$ cat config.mk
export PLATFORM = sky130hd
export DESIGN_NAME = npu_host_master_flat
export DESIGN_NICKNAME = d
export VERILOG_FILES = /design/src/rtl/npu_host_master_if.sv /design/src/rtl/npu_host_master.sv /design/src/flat_wrapper.sv
export SDC_FILE = /design/constraint.sdc
export NUM_CORES = 1
export LEC_CHECK = 0
export CAP_MARGIN = 20
export CORE_AREA = 2 2 108 110
export CTS_CLUSTER_SIZE = 16
export DETAILED_ROUTE_END_ITERATION = 7
export DIE_AREA = 0 0 110 112
export GPL_ROUTABILITY_DRIVEN = 0
export GPL_TIMING_DRIVEN = 0
export PLACE_DENSITY = 0.86
export RECOVER_POWER = 100
export SLEW_MARGIN = 10
export SYNTH_ARGS = -nofsm -noshare
export SYNTH_HDL_FRONTEND = slang
export SYNTH_SLANG_ARGS = --single-unit
$ cat constraint.sdc
create_clock -name clk -period 7.4 [get_ports clk]
set_clock_uncertainty 0.1 [all_clocks]
set_input_delay 1.48 -clock clk [delete_from_list [all_inputs] [get_ports clk]]
set_output_delay 1.48 -clock clk [all_outputs]
set_load 0.01 [all_outputs]
$ cat src/rtl/npu_host_master_if.sv
// Command/response stream and NPU single-port bus bundle for npu_host_master.
// master = the host master's view; slave = the sequencer/NPU side.
interface npu_host_master_if #(
  parameter int unsigned ADDR_W = 16,
  parameter int unsigned DATA_W = 32
);
  logic              cmd_valid;
  logic              cmd_ready;
  logic [1:0]        cmd_op;
  logic [2:0]        cmd_sel;
  logic [DATA_W-1:0] cmd_data;
  logic              rsp_valid;
  logic              rsp_ready;
  logic [DATA_W-1:0] rsp_data;
  logic              rsp_err;
  logic              busy;
  logic              ena;
  logic              wea;
  logic [ADDR_W-1:0] addra;
  logic [DATA_W-1:0] dina;
  logic [DATA_W-1:0] douta;

  modport master (
    input  cmd_valid, cmd_op, cmd_sel, cmd_data, rsp_ready, douta,
    output cmd_ready, rsp_valid, rsp_data, rsp_err, busy, ena, wea, addra, dina
  );

  modport slave (
    output cmd_valid, cmd_op, cmd_sel, cmd_data, rsp_ready, douta,
    input  cmd_ready, rsp_valid, rsp_data, rsp_err, busy, ena, wea, addra, dina
  );
endinterface

$ cat src/rtl/npu_host_master.sv
// Host-side bus master: turns WRITE/READ/POLL/NOP commands into single-port NPU accesses
// with registered bus outputs, 1-cycle read latency and an idle gap after control writes.
module npu_host_master #(
  parameter int unsigned ADDR_W   = 16,
  parameter int unsigned DATA_W   = 32,
  parameter int unsigned SEL_LSB  = 12,
  parameter logic [2:0]  CTRL_SEL = 3'd4,
  parameter int unsigned POLL_MAX = 1024
) (
  input logic               clk,
  input logic               rst_ni,
  npu_host_master_if.master bus
);

  localparam int unsigned CntW = $clog2(POLL_MAX + 1);

  localparam logic [1:0] OpWrite = 2'b00;
  localparam logic [1:0] OpRead  = 2'b01;
  localparam logic [1:0] OpPoll  = 2'b10;

  typedef enum logic [3:0] {
    StIdle, StWrite, StGap, StRdReq, StRdCap, StPollReq, StPollCap, StNop, StRsp
  } state_e;

  state_e            state_q, state_d;
  logic [2:0]        sel_q, sel_d;
  logic [DATA_W-1:0] mask_q, mask_d;
  logic [CntW-1:0]   poll_cnt_q, poll_cnt_d;
  logic [7:0]        nop_cnt_q, nop_cnt_d;
  logic              ena_q, ena_d;
  logic              wea_q, wea_d;
  logic [ADDR_W-1:0] addra_q, addra_d;
  logic [DATA_W-1:0] dina_q, dina_d;
  logic              rsp_valid_q, rsp_valid_d;
  logic              rsp_err_q, rsp_err_d;
  logic [DATA_W-1:0] rsp_data_q, rsp_data_d;
  logic              cmd_accept;

  function automatic logic [ADDR_W-1:0] sel_addr(input logic [2:0] sel);
    logic [ADDR_W-1:0] a;
    a = '0;
    a[SEL_LSB +: 3] = sel;
    return a;
  endfunction

  assign cmd_accept = bus.cmd_valid && (state_q == StIdle) && !rsp_valid_q;

  always_comb begin
    state_d     = state_q;
    sel_d       = sel_q;
    mask_d      = mask_q;
    poll_cnt_d  = poll_cnt_q;
    nop_cnt_d   = nop_cnt_q;
    ena_d       = 1'b0;
    wea_d       = 1'b0;
    addra_d     = addra_q;
    dina_d      = dina_q;
    rsp_valid_d = rsp_valid_q;
    rsp_err_d   = rsp_err_q;
    rsp_data_d  = rsp_data_q;
    case (state_q)
      StIdle: begin
        if (cmd_accept) begin
          sel_d  = bus.cmd_sel;
          mask_d = bus.cmd_data;
          case (bus.cmd_op)
            OpWrite: begin
              state_d = StWrite;
              ena_d   = 1'b1;
              wea_d   = 1'b1;
              addra_d = sel_addr(bus.cmd_sel);
              dina_d  = bus.cmd_data;
            end
            OpRead: begin
              state_d = StRdReq;
              ena_d   = 1'b1;
              addra_d = sel_addr(bus.cmd_sel);
            end
            OpPoll: begin
              state_d    = StPollReq;
              ena_d      = 1'b1;
              addra_d    = sel_addr(bus.cmd_sel);
              poll_cnt_d = '0;
            end
            default: begin
              nop_cnt_d = bus.cmd_data[7:0];
              if (bus.cmd_data[7:0] != 8'd0) state_d = StNop;
            end
          endcase
        end
      end
      // Control writes need one idle cycle so the NPU can self-clear its pulse bits.
      StWrite:   state_d = (sel_q == CTRL_SEL) ? StGap : StIdle;
      StGap:     state_d = StIdle;
      StRdReq:   state_d = StRdCap;
      StRdCap: begin
        rsp_data_d  = bus.douta;
        rsp_err_d   = 1'b0;
        rsp_valid_d = 1'b1;
        state_d     = StRsp;
      end
      StPollReq: state_d = StPollCap;
      StPollCap: begin
        if ((bus.douta & mask_q) != '0) begin
          rsp_data_d  = bus.douta;
          rsp_err_d   = 1'b0;
          rsp_valid_d = 1'b1;
          state_d     = StRsp;
        end else begin
          poll_cnt_d = poll_cnt_q + 1'b1;
          if (poll_cnt_d == CntW'(POLL_MAX)) begin
            rsp_data_d  = bus.douta;
            rsp_err_d   = 1'b1;
            rsp_valid_d = 1'b1;
            state_d     = StRsp;
          end else begin
            ena_d   = 1'b1;
            state_d = StPollReq;
          end
        end
      end
      StNop: begin
        nop_cnt_d = nop_cnt_q - 8'd1;
        if (nop_cnt_q <= 8'd1) state_d = StIdle;
      end
      StRsp: begin
        if (bus.rsp_ready) begin
          rsp_valid_d = 1'b0;
          state_d     = StIdle;
        end
      end
      default: state_d = StIdle;
    endcase
  end

  always_ff @(posedge clk) begin
    if (!rst_ni) begin
      state_q     <= StIdle;
      sel_q       <= '0;
      mask_q      <= '0;
      poll_cnt_q  <= '0;
      nop_cnt_q   <= '0;
      ena_q       <= 1'b0;
      wea_q       <= 1'b0;
      addra_q     <= '0;
      dina_q      <= '0;
      rsp_valid_q <= 1'b0;
      rsp_err_q   <= 1'b0;
      rsp_data_q  <= '0;
    end else begin
      state_q     <= state_d;
      sel_q       <= sel_d;
      mask_q      <= mask_d;
      poll_cnt_q  <= poll_cnt_d;
      nop_cnt_q   <= nop_cnt_d;
      ena_q       <= ena_d;
      wea_q       <= wea_d;
      addra_q     <= addra_d;
      dina_q      <= dina_d;
      rsp_valid_q <= rsp_valid_d;
      rsp_err_q   <= rsp_err_d;
      rsp_data_q  <= rsp_data_d;
    end
  end

  assign bus.cmd_ready = (state_q == StIdle) && !rsp_valid_q;
  assign bus.busy      = (state_q != StIdle) || rsp_valid_q;
  assign bus.ena       = ena_q;
  assign bus.wea       = wea_q;
  assign bus.addra     = addra_q;
  assign bus.dina      = dina_q;
  assign bus.rsp_valid = rsp_valid_q;
  assign bus.rsp_err   = rsp_err_q;
  assign bus.rsp_data  = rsp_data_q;

endmodule

$ cat src/flat_wrapper.sv
// flat-port wrapper written by rule: the top's interface ports become plain ports
module npu_host_master_flat 
#(
  parameter int unsigned ADDR_W   = 16,
  parameter int unsigned DATA_W   = 32,
  parameter int unsigned SEL_LSB  = 12,
  parameter logic [2:0]  CTRL_SEL = 3'd4,
  parameter int unsigned POLL_MAX = 1024
)
  (clk, rst_ni, bus_cmd_valid, bus_cmd_op, bus_cmd_sel, bus_cmd_data, bus_rsp_ready, bus_douta, bus_cmd_ready, bus_rsp_valid, bus_rsp_data, bus_rsp_err, bus_busy, bus_ena, bus_wea, bus_addra, bus_dina);
  npu_host_master_if #(.ADDR_W(ADDR_W), .DATA_W(DATA_W)) bus_i ();
  input logic clk;
  input logic rst_ni;
  input wire logic [$bits(bus_i.cmd_valid)-1:0] bus_cmd_valid;
  input wire logic [$bits(bus_i.cmd_op)-1:0] bus_cmd_op;
  input wire logic [$bits(bus_i.cmd_sel)-1:0] bus_cmd_sel;
  input wire logic [$bits(bus_i.cmd_data)-1:0] bus_cmd_data;
  input wire logic [$bits(bus_i.rsp_ready)-1:0] bus_rsp_ready;
  input wire logic [$bits(bus_i.douta)-1:0] bus_douta;
  output wire logic [$bits(bus_i.cmd_ready)-1:0] bus_cmd_ready;
  output wire logic [$bits(bus_i.rsp_valid)-1:0] bus_rsp_valid;
  output wire logic [$bits(bus_i.rsp_data)-1:0] bus_rsp_data;
  output wire logic [$bits(bus_i.rsp_err)-1:0] bus_rsp_err;
  output wire logic [$bits(bus_i.busy)-1:0] bus_busy;
  output wire logic [$bits(bus_i.ena)-1:0] bus_ena;
  output wire logic [$bits(bus_i.wea)-1:0] bus_wea;
  output wire logic [$bits(bus_i.addra)-1:0] bus_addra;
  output wire logic [$bits(bus_i.dina)-1:0] bus_dina;
  assign bus_i.cmd_valid = bus_cmd_valid;
  assign bus_i.cmd_op = bus_cmd_op;
  assign bus_i.cmd_sel = bus_cmd_sel;
  assign bus_i.cmd_data = bus_cmd_data;
  assign bus_i.rsp_ready = bus_rsp_ready;
  assign bus_i.douta = bus_douta;
  assign bus_cmd_ready = bus_i.cmd_ready;
  assign bus_rsp_valid = bus_i.rsp_valid;
  assign bus_rsp_data = bus_i.rsp_data;
  assign bus_rsp_err = bus_i.rsp_err;
  assign bus_busy = bus_i.busy;
  assign bus_ena = bus_i.ena;
  assign bus_wea = bus_i.wea;
  assign bus_addra = bus_i.addra;
  assign bus_dina = bus_i.dina;
  npu_host_master #(.ADDR_W(ADDR_W), .DATA_W(DATA_W), .SEL_LSB(SEL_LSB), .CTRL_SEL(CTRL_SEL), .POLL_MAX(POLL_MAX)) u_core (.clk(clk), .rst_ni(rst_ni), .bus(bus_i));
endmodule
# == After elaboration in Yosys (flattened, before gate mapping) ==
# Cells that the tools add are included.
# word_totals
ff_bits,129
output_inout_bits,86
# classes
addsub,2
order_cmp,1
eq_ne,19
mux,31
n_bitwise,1
reduce_logical,24
# op_table
cell,count
$mux 32,2
$pmux 32 s2,1
$mux 11,3
$and 32x32->32,1
$pmux 4 s8,1
$reduce_bool 32->1,1
$mux 4,6
$pmux 11 s2,1
$eq 4x3->1 const B,4
$mux 8,2
$pmux 8 s2,1
$reduce_and 3->1,5
$pmux 4 s3,1
$add 11x1->11 const B,1
$eq 11x11->1 const B,1
$mux 1,9
$le 8x1->1 const B,1
$ne 2x2->1 const B,4
$reduce_and 4->1,2
$reduce_bool 8->1,1
$sub 8x1->8 const B,1
$reduce_bool 2->1,3
$ne 5x5->1 const B,1
$eq 4x1->1 const B,1
other kinds (19),24

# == Depth between registers and ports, before layout ==
# Gate-level depths: netlist of run 1.
# depth
depth_word,5
ltp_mapped,8

# == Worst setup path before layout of run 1 ==
# OpenSTA, ideal clock, no wires.
# synth_timing
kind,input -> register
startpoint,in bus_douta[2]
endpoint,reg u_core.poll_cnt_q[3]
arrival_time_ns,2.929
path_slack_ns,4.296
path_stages,6
path_buffers,0
path_cell_list,a22oi_1 > nand4_1 > or3_1 > nor4_2 > a41oi_1 > a31oi_1
# synth_via
elab_chain_len,4
# synth_rtl
item,line_no,rtl
from (decl),flat_wrapper.sv:19,input wire logic [$bits(bus_i.douta)-1:0] bus_douta;
$and 32x32->32,npu_host_master.sv:104,if ((bus.douta & mask_q) != '0) begin
$reduce_bool 32->1,npu_host_master.sv:104,
$ne 2x2->1 (no source line),-,
$reduce_and 4->1 (no source line),-,
to (signal assigned),npu_host_master.sv:154,poll_cnt_q <= poll_cnt_d;
to (decl),npu_host_master.sv:28,"logic [CntW-1:0] poll_cnt_q, poll_cnt_d;"
# Every way passes these cells.
# A chain may end at the register's enable or synchronous reset.

# == Final worst setup path of run 1 ==
# layout_timing
startpoint,in bus_douta[10]
endpoint,reg u_core.rsp_data_q[24] (netlist: u_core.bus.rsp_data[24])
# layout_via
elab_chain_len,4
# layout_rtl
item,line_no,rtl
$and 32x32->32 (*),npu_host_master.sv:104,
$reduce_bool 32->1 (*),npu_host_master.sv:104,
$mux 32 / $ne 3x1->1 (equally long branches),-,
$pmux 32 s2 / $reduce_and 2->1 (equally long branches),-,
to (signal assigned),npu_host_master.sv:162,rsp_data_q <= rsp_data_d;
to (decl),npu_host_master.sv:36,"logic [DATA_W-1:0] rsp_data_q, rsp_data_d;"
# Every way passes the cells marked *; elsewhere a longest branch is shown, timed or not.

==> results.py, run 1 <==
metrics = {
    "clocking": {
        "ctsHoldBuffers": 0,
        "ctsResizeCount": 0,
        "clk_pin_slew_ns": 0.06,
        "ctsHtreeMaxLevel": 4,
        "cts_buffer_depth": 2,
        "cts_sinks": 129,
        "clkLatencyLatePin_ns": 0.42,
        "postCtsSetupRepairBufs": 0,
        "cts_tree": "built",
        "cts-root-buf": "clkbuf_16",
        "cts_made_buffers": 17,
    },
    "power": {
        "clkPwrFrac": 0.344,
        "vdd_drop_max_v": 0.000166,
        "switching_share": 0.342,
        "power_mw": 2.40,
        "p_int_mw": 1.58,
        "p_seq_frac": 0.372,
        "leakagePower_nw": 3.32,
        "combPwrFrac": 0.284,
        "switching_power_mw": 0.820,
        "powerDensity_nw_per_um2": 304,
    },
    "final_layout": {
        "drive_above_1_share": 0.0617,
        "area_delta_synth_final_pct": 39.0,
        "antenna_cells": 0,
        "final_nets": 971,
        "post-route-util": 0.707,
        "finish.instance_area_um2": 7900,
        "stdcell_count": 1050,
    },
    "timing": {
        "whs_ns": 0.350,
        "slew_headroom": 0.0461,
        "period_minus_slack_ns": 4.46,
        "finalCritPeriodShare": 0.602,
        "setup_violations": 0,
        "tns_ns": 0,
        "rsz0062_at_grt": "false",
        "clock.fmax_mhz": 224,
        "final_max_slew_viol_count": 0,
        "timing.final.ws_setup_ns": 2.94,
        "finalHoldViolations": 0,
        "worst_slew_pin_slew_ns": 1.42,
    },
    "setup_path": {
        "cp.required_ns": 7.64,
        "r2r_cells": 8,
        "r2r-start": "u_core.poll_cnt_q[1]",
        "path_class": "primary input to flip-flop",
        "timing.rr.end": "u_core.bus.rsp_data[24]",
        "crit_path_end_kind": "flip-flop",
        "cp-start-kind": "primary input",
        "crit_arrival_ns": 4.69,
        "rrSetupSlack_ns": 3.98,
        "path_max_fanout": 10,
    },
    "placed_design": {
        "numPortBuffers": 145,
        "dpl_cell_area_um2": 7360,
        "pre_cts_ws_ns": 3.44,
        "dpl.hpwl_mm": 12.3,
        "dp_cells": 1018,
    },
    "global_route": {
        "grt_max_degree": 17,
        "grt-ovfl-total": 0,
        "grt_first_pass_wirelength_mm": 26.6,
        "gr-usage-all-layers": 0.277,
        "grt_pass1_vias": 5368,
        "antenna_found_initial": 0,
    },
    "floorplan": {
        "ios": 159,
        "die_w_um": 110,
        "start_util": 0.509,
        "core-area_um2": 11200,
        "die_area_um2": 12300,
        "die_h_um": 112,
        "rows": 39,
    },
    "run": {
        "max_cap_violations": 0,
    },
    "hold_path": {
        "hold_end": "u_core.bus.dina[8]",
        "hold_class": "flip-flop to flip-flop",
        "min_from": "u_core.bus.dina[8]",
        "hold_depth": 2,
    },
    "yosys": {
        "yosys_register_bits": 129,
        "synth_area_per_cell_um2": 7.91,
        "synth_top_family_by_area": "simple AND/OR/NAND/NOR gates",
        "synth_xor_area_frac": 0.00308,
        "synthMuxAreaShare": 0.0581,
        "synth.area.top_cells": "dfxtp_1 (45%), nand2_1 (15%), a21oi_1 (7.7%), mux2i_1 (5.8%), a22oi_1 (2.4%)",
        "synth.top_cell.area_share": 0.454,
        "ys_warn_count": 0,
        "yosys.area_share.simple": 0.244,
        "synthAdderAreaFrac": 0.00881,
        "synth.most_common_cell": "nand2_1",
        "synthCells": 718,
        "async_flop_share": 0,
        "synth_cell_types": 55,
        "synth_area_um2": 5680,
        "synth_largest_area_cell": "dfxtp_1",
        "ys_top_cells_by_count": "nand2_1 (234), dfxtp_1 (129), a21oi_1 (87), mux2i_1 (33), clkbuf_1 (32)",
        "ys_seq_area_frac": 0.454,
        "synth_compound_area_frac": 0.172,
        "synthFlopType": "dfxtp_1",
        "synth_edf_count": 0,
    },
    "routing": {
        "drc": 0,
        "drtAntennaViolNets": 0,
        "vias_per_cell": 5.58,
        "wire_per_inst_um": 16.2,
        "initialDrtViolationCount": 490,
        "firstDrtPassIters": 5,
        "num_vias": 5861,
        "totalWireLength_mm": 17.0,
    },
    "run_status": {
        "status": "finished, final reports clean",
    },
}
[critical path, stage by stage]
cell and delay, ns:
dlygate4sd3_1 0.58, a22oi_1 0.27, nand4_1 0.16, nor4_1 0.38
a21boi_0 0.20, a21oi_1 0.67, clkbuf_1 0.66, mux2i_1 0.28
[cells by family (layout without fill, tap and decap cells)]
| family | after synthesis | count (layout) |
|---|---|---|
| and+or+nand+nor | 320 | 320 |
| muxes | 33 | 33 |
| xor gates and xnor gates | 2 | 2 |
| buffers and inverters | 68 | 245 |
| AOI/OAI and AO/OA | 161 | 161 |
| adders and majority gates | 4 | 4 |
| DFF | 129 | 129 |
| other | 1 | 13 |
[registers in the layout, indices dropped and copies added (netlist names), 3 cells and up]
register / flops
u_core.bus.rsp_data: 32
u_core.state_q: 4
u_core.bus.addra: 3
u_core.sel_q: 3
u_core.poll_cnt_q: 11
u_core.bus.dina: 32
u_core.mask_q: 32
u_core.nop_cnt_q: 8
[placed cells by master (no fill, tap or decap), drive strengths merged, types with 7 or more instances in the layout]
cell type      Yosys  layout
nand2            234     234
dfxtp            129     129
a21oi             88      88
dlygate4sd3        0      78
clkdlybuf4s50      0      67
clkbuf            32      58
mux2i             33      33
nand3             21      21
o21ai             20      20
buf               27      19
a22oi             18      18
inv                9      17
nor2              15      15
conb               1      13
nand4             12      12
nor3               7       7
a211oi             7       7
[power by group through the flow]
| stage | Sequential, mW | Combinational (mW) | Clock [mW] |
|---|---|---|---|
| finish | 0.892 | 0.681 | 0.825 |
| global route | 0.902 | 0.745 | 0.860 |
| global placement | 0.897 | 0.682 | 0 |
| detailed placement | 0.902 | 0.694 | 0 |
| floorplan | 0.902 | 0.411 | 0 |
| CTS | 0.889 | 0.704 | 0.822 |
[how the worst max path moves through the flow]
| stage | to | startpoint | depth (start not counted) |
|---|---|---|---|
| 6_report | u_core.bus.rsp_data[24] | bus_douta[10] | 8 |
| 5_1_grt | u_core.bus.rsp_data[24] | bus_douta[10] | 8 |
| 4_1_cts | bus_cmd_ready | u_core.state_q[3] | 5 |
| 3_5_place_dp | u_core.poll_cnt_q[9] | bus_douta[20] | 7 |
| 3_3_place_gp | u_core.poll_cnt_q[8] | bus_douta[20] | 7 |
| 2_1_floorplan | u_core.poll_cnt_q[3] | bus_douta[2] | 6 |
[cell type report]
type / count / area (µm²)
clock buffer: 18 / 439
multi-input combinational: 533 / 2790
inverter: 9 / 33.8
timing repair buffer: 145 / 1450
fill: 802 / 3280
clock inverter: 14 / 144
tap: 143 / 179
buffer: 59 / 277
sequential: 129 / 2580
[per-layer routing]
| layer | GRT usage | wire [µm] |
|---|---|---|
| met5 | 0 | 0 |
| met3 | 0.0580 | 1470 |
| met1 | 0.370 | 7230 |
| met2 | 0.433 | 7850 |
| met4 | 0.111 | 457 |
Note: power is estimated with default switching activity, not from simulation.
==> run 2, diff against run 1 <==
Settings changed: CORE_AREA 2 2 108 110 to 2 2 118 120, DIE_AREA 0 0 110 112 to 0 0 120 122, PLACE_DENSITY 0.86 to 0.77.
Clock period 7.4 ns to 4 ns, I/O delays scaled along.
==> run 2 against run 1 <==
  * Sequential share of layout area shrank 0.25 points
  * Worst hold slack is essentially flat
  * Register-to-register slack lost 3.2 ns
  * Sequential cell count is the same
  * Cell count grew 3.5%
  * Design area grew 0.78%
  * Global-route usage shrank 3.8 points
  * Critical path type unchanged
  * Critical endpoint is now u_core.bus.rsp_data[22]
==> results.py, run 2 (synthesis results as in run 1) <==
metrics = {
    "floorplan": {
        "core-area_um2": 13500,
        "die_area_um2": 14600,
        "start_util": 0.421,
        "rows": 43,
        "die_w_um": 120,
        "die_h_um": 122,
        "ios": 159,
    },
    "timing": {
        "final_max_slew_viol_count": 0,
        "worst_slew_pin_slew_ns": 1.39,
        "finalCritPeriodShare": 0.851,
        "slew_headroom": 0.0658,
        "period_minus_slack_ns": 3.40,
        "clock.fmax_mhz": 294,
        "rsz0062_at_grt": "false",
        "finalHoldViolations": 0,
        "whs_ns": 0.351,
        "setup_violations": 0,
        "tns_ns": 0,
    },
    "clocking": {
        "cts_tree": "built",
        "ctsHoldBuffers": 0,
        "ctsResizeCount": 0,
        "cts_sinks": 129,
        "postCtsSetupRepairBufs": 0,
        "cts_made_buffers": 17,
        "ctsHtreeMaxLevel": 4,
        "clk_pin_slew_ns": 0.06,
        "cts-root-buf": "clkbuf_16",
        "cts_buffer_depth": 2,
        "clkLatencyLatePin_ns": 0.42,
    },
    "setup_path": {
        "path_depth": 8,
        "r2r-start": "u_core.poll_cnt_q[1]",
        "crit_chain": "dlygate4sd3_1, a22oi_1, nand4_1, nor4_1, a21boi_0, a21oi_1, buf_6, mux2i_1",
        "max_stage_delay_ns": 0.81,
        "crit_arrival_ns": 3.65,
        "crit_end": "u_core.bus.rsp_data[22]",
        "cpLargestDelayFamily": "compound AO/OA/AOI/OAI gates",
        "timing.rr.end": "u_core.bus.rsp_data[27]",
        "path_class": "primary input to flip-flop",
        "crit_path_end_kind": "flip-flop",
        "path_buf_inv": 2,
        "r2r_cells": 8,
        "path_max_fanout": 10,
        "slowest_stage": "a21oi_1",
        "cp.required_ns": 4.25,
        "startpoint": "bus_douta[10]",
        "cp-start-kind": "primary input",
        "rrSetupSlack_ns": 0.80,
    },
    "global_route": {
        "grt-ovfl-total": 0,
        "grt_pass1_vias": 5391,
        "grt_first_pass_wirelength_mm": 27.4,
        "gr-usage-all-layers": 0.238,
        "antenna_found_initial": 0,
        "grt_max_degree": 17,
    },
    "hold_path": {
        "hold_class": "flip-flop to flip-flop",
        "min_from": "u_core.bus.dina[8]",
    },
    "power": {
        "p_int_mw": 3.06,
        "p_seq_frac": 0.368,
        "power_mw": 4.48,
        "switching_power_mw": 1.42,
        "leakagePower_nw": 3.34,
        "clkPwrFrac": 0.352,
        "vdd_drop_max_v": 0.000269,
        "switching_share": 0.318,
        "combPwrFrac": 0.280,
        "powerDensity_nw_per_um2": 563,
    },
    "routing": {
        "wire_per_inst_um": 15.6,
        "drtAntennaViolNets": 0,
        "vias_per_cell": 5.25,
        "initialDrtViolationCount": 454,
        "firstDrtPassIters": 7,
        "met2_length_mm": 7.84,
        "totalWireLength_mm": 17.0,
        "top_layer_used": "met4",
        "route.met3.wl_mm": 1.37,
        "met1_length_mm": 7.46,
        "num_vias": 5704,
        "drc": 0,
    },
    "run_status": {
        "status": "finished, final reports clean",
    },
    "final_layout": {
        "antenna_cells": 0,
        "final_cell_mix": "nand2_1 (234), dfxtp_1 (129), a21oi_1 (88), dlygate4sd3_1 (76), clkdlybuf4s50_1 (69)",
        "finish.instance_area_um2": 7960,
        "area_delta_synth_final_pct": 40.0,
        "final_common_cell": "nand2_1",
        "drive_above_1_share": 0.0584,
        "final_nets": 971,
    },
    "run": {
        "max_cap_violations": 0,
    },
    "placed_design": {
        "numPortBuffers": 145,
        "dpl_cell_area_um2": 7400,
        "dpl.hpwl_mm": 12.6,
    },
}
-- run 2: cell types whose count changed in the layout (fill, tap and decap cells not counted), moves of 2 or more --
cell             change
clkdlybuf4s50_1      +2
buf_6                +3
clkbuf_8             +2
clkinv_4             -3
bufinv_16            +2
clkinv_2             +6
dlygate4sd3_1        -2
inv_6                -7
-- run 2: through the flow --
| step | cells | worst slack [ns] | util |
|---|---|---|---|
| 2_1_floorplan | 730 | 1.58 | - |
| 3_3_place_gp | 1055 | 0.716 | 0.548 |
| 3_5_place_dp | 1055 | 0.703 | 0.548 |
| 4_1_cts | 1087 | 0.746 | 0.593 |
| 5_1_grt | 1087 | 0.351 | 0.589 |
| 6_report | 1087 | 0.597 | 0.589 |
-- run 2: worst reg2reg max path, stage by stage, from the launching register on --
cell,delay [ns]
dfxtp_1,0.48
ha_1,0.31
and3_1,0.27
nand4_1,0.15
or3_2,0.42
a211oi_1,0.50
a21oi_1,0.44
buf_6,0.30
mux2i_1,0.13
-- run 2: metal layers --
| metal | global-route usage | up-vias |
|---|---|---|
| li1 | - | 2822 |
| met4 | 0.0985 | 0 |
| met1 | 0.313 | 2622 |
| met5 | 0 | - |
| met3 | 0.0646 | 28 |
| met2 | 0.370 | 232 |
-- run 2: final cells by class --
| class | instances | area, µm² |
|---|---|---|
| inverters | 9 | 33.8 |
| repair buffers | 145 | 1450 |
| multi-input cells | 533 | 2760 |
| plain buffers | 59 | 298 |
| well taps | 180 | 225 |
| clock inverters | 11 | 135 |
| clock buffers | 21 | 470 |
| fillers | 1238 | 5550 |
| flip-flops and latches | 129 | 2580 |
-- run 2: worst min path at each step --
stage                          endpoint  slack [ns]  cells past startpoint
floorplan               u_core.sel_q[2]        0.33                      2
global placement     u_core.bus.dina[9]        0.34                      2
detailed placement     u_core.mask_q[9]        0.35                      2
CTS                  u_core.bus.dina[8]        0.35                      2
global route        u_core.bus.dina[27]        0.38                      2
finish               u_core.bus.dina[8]        0.35                      2
-- run 2: power groups by stage --
stage / Sequential, mW / Combinational (mW) / Clock (mW)
3_5_place_dp: 1.67 / 1.29 / 0
3_3_place_gp: 1.66 / 1.27 / 0
6_report: 1.65 / 1.26 / 1.58
2_1_floorplan: 1.67 / 0.761 / 0
4_1_cts: 1.65 / 1.30 / 1.59
5_1_grt: 1.67 / 1.40 / 1.66
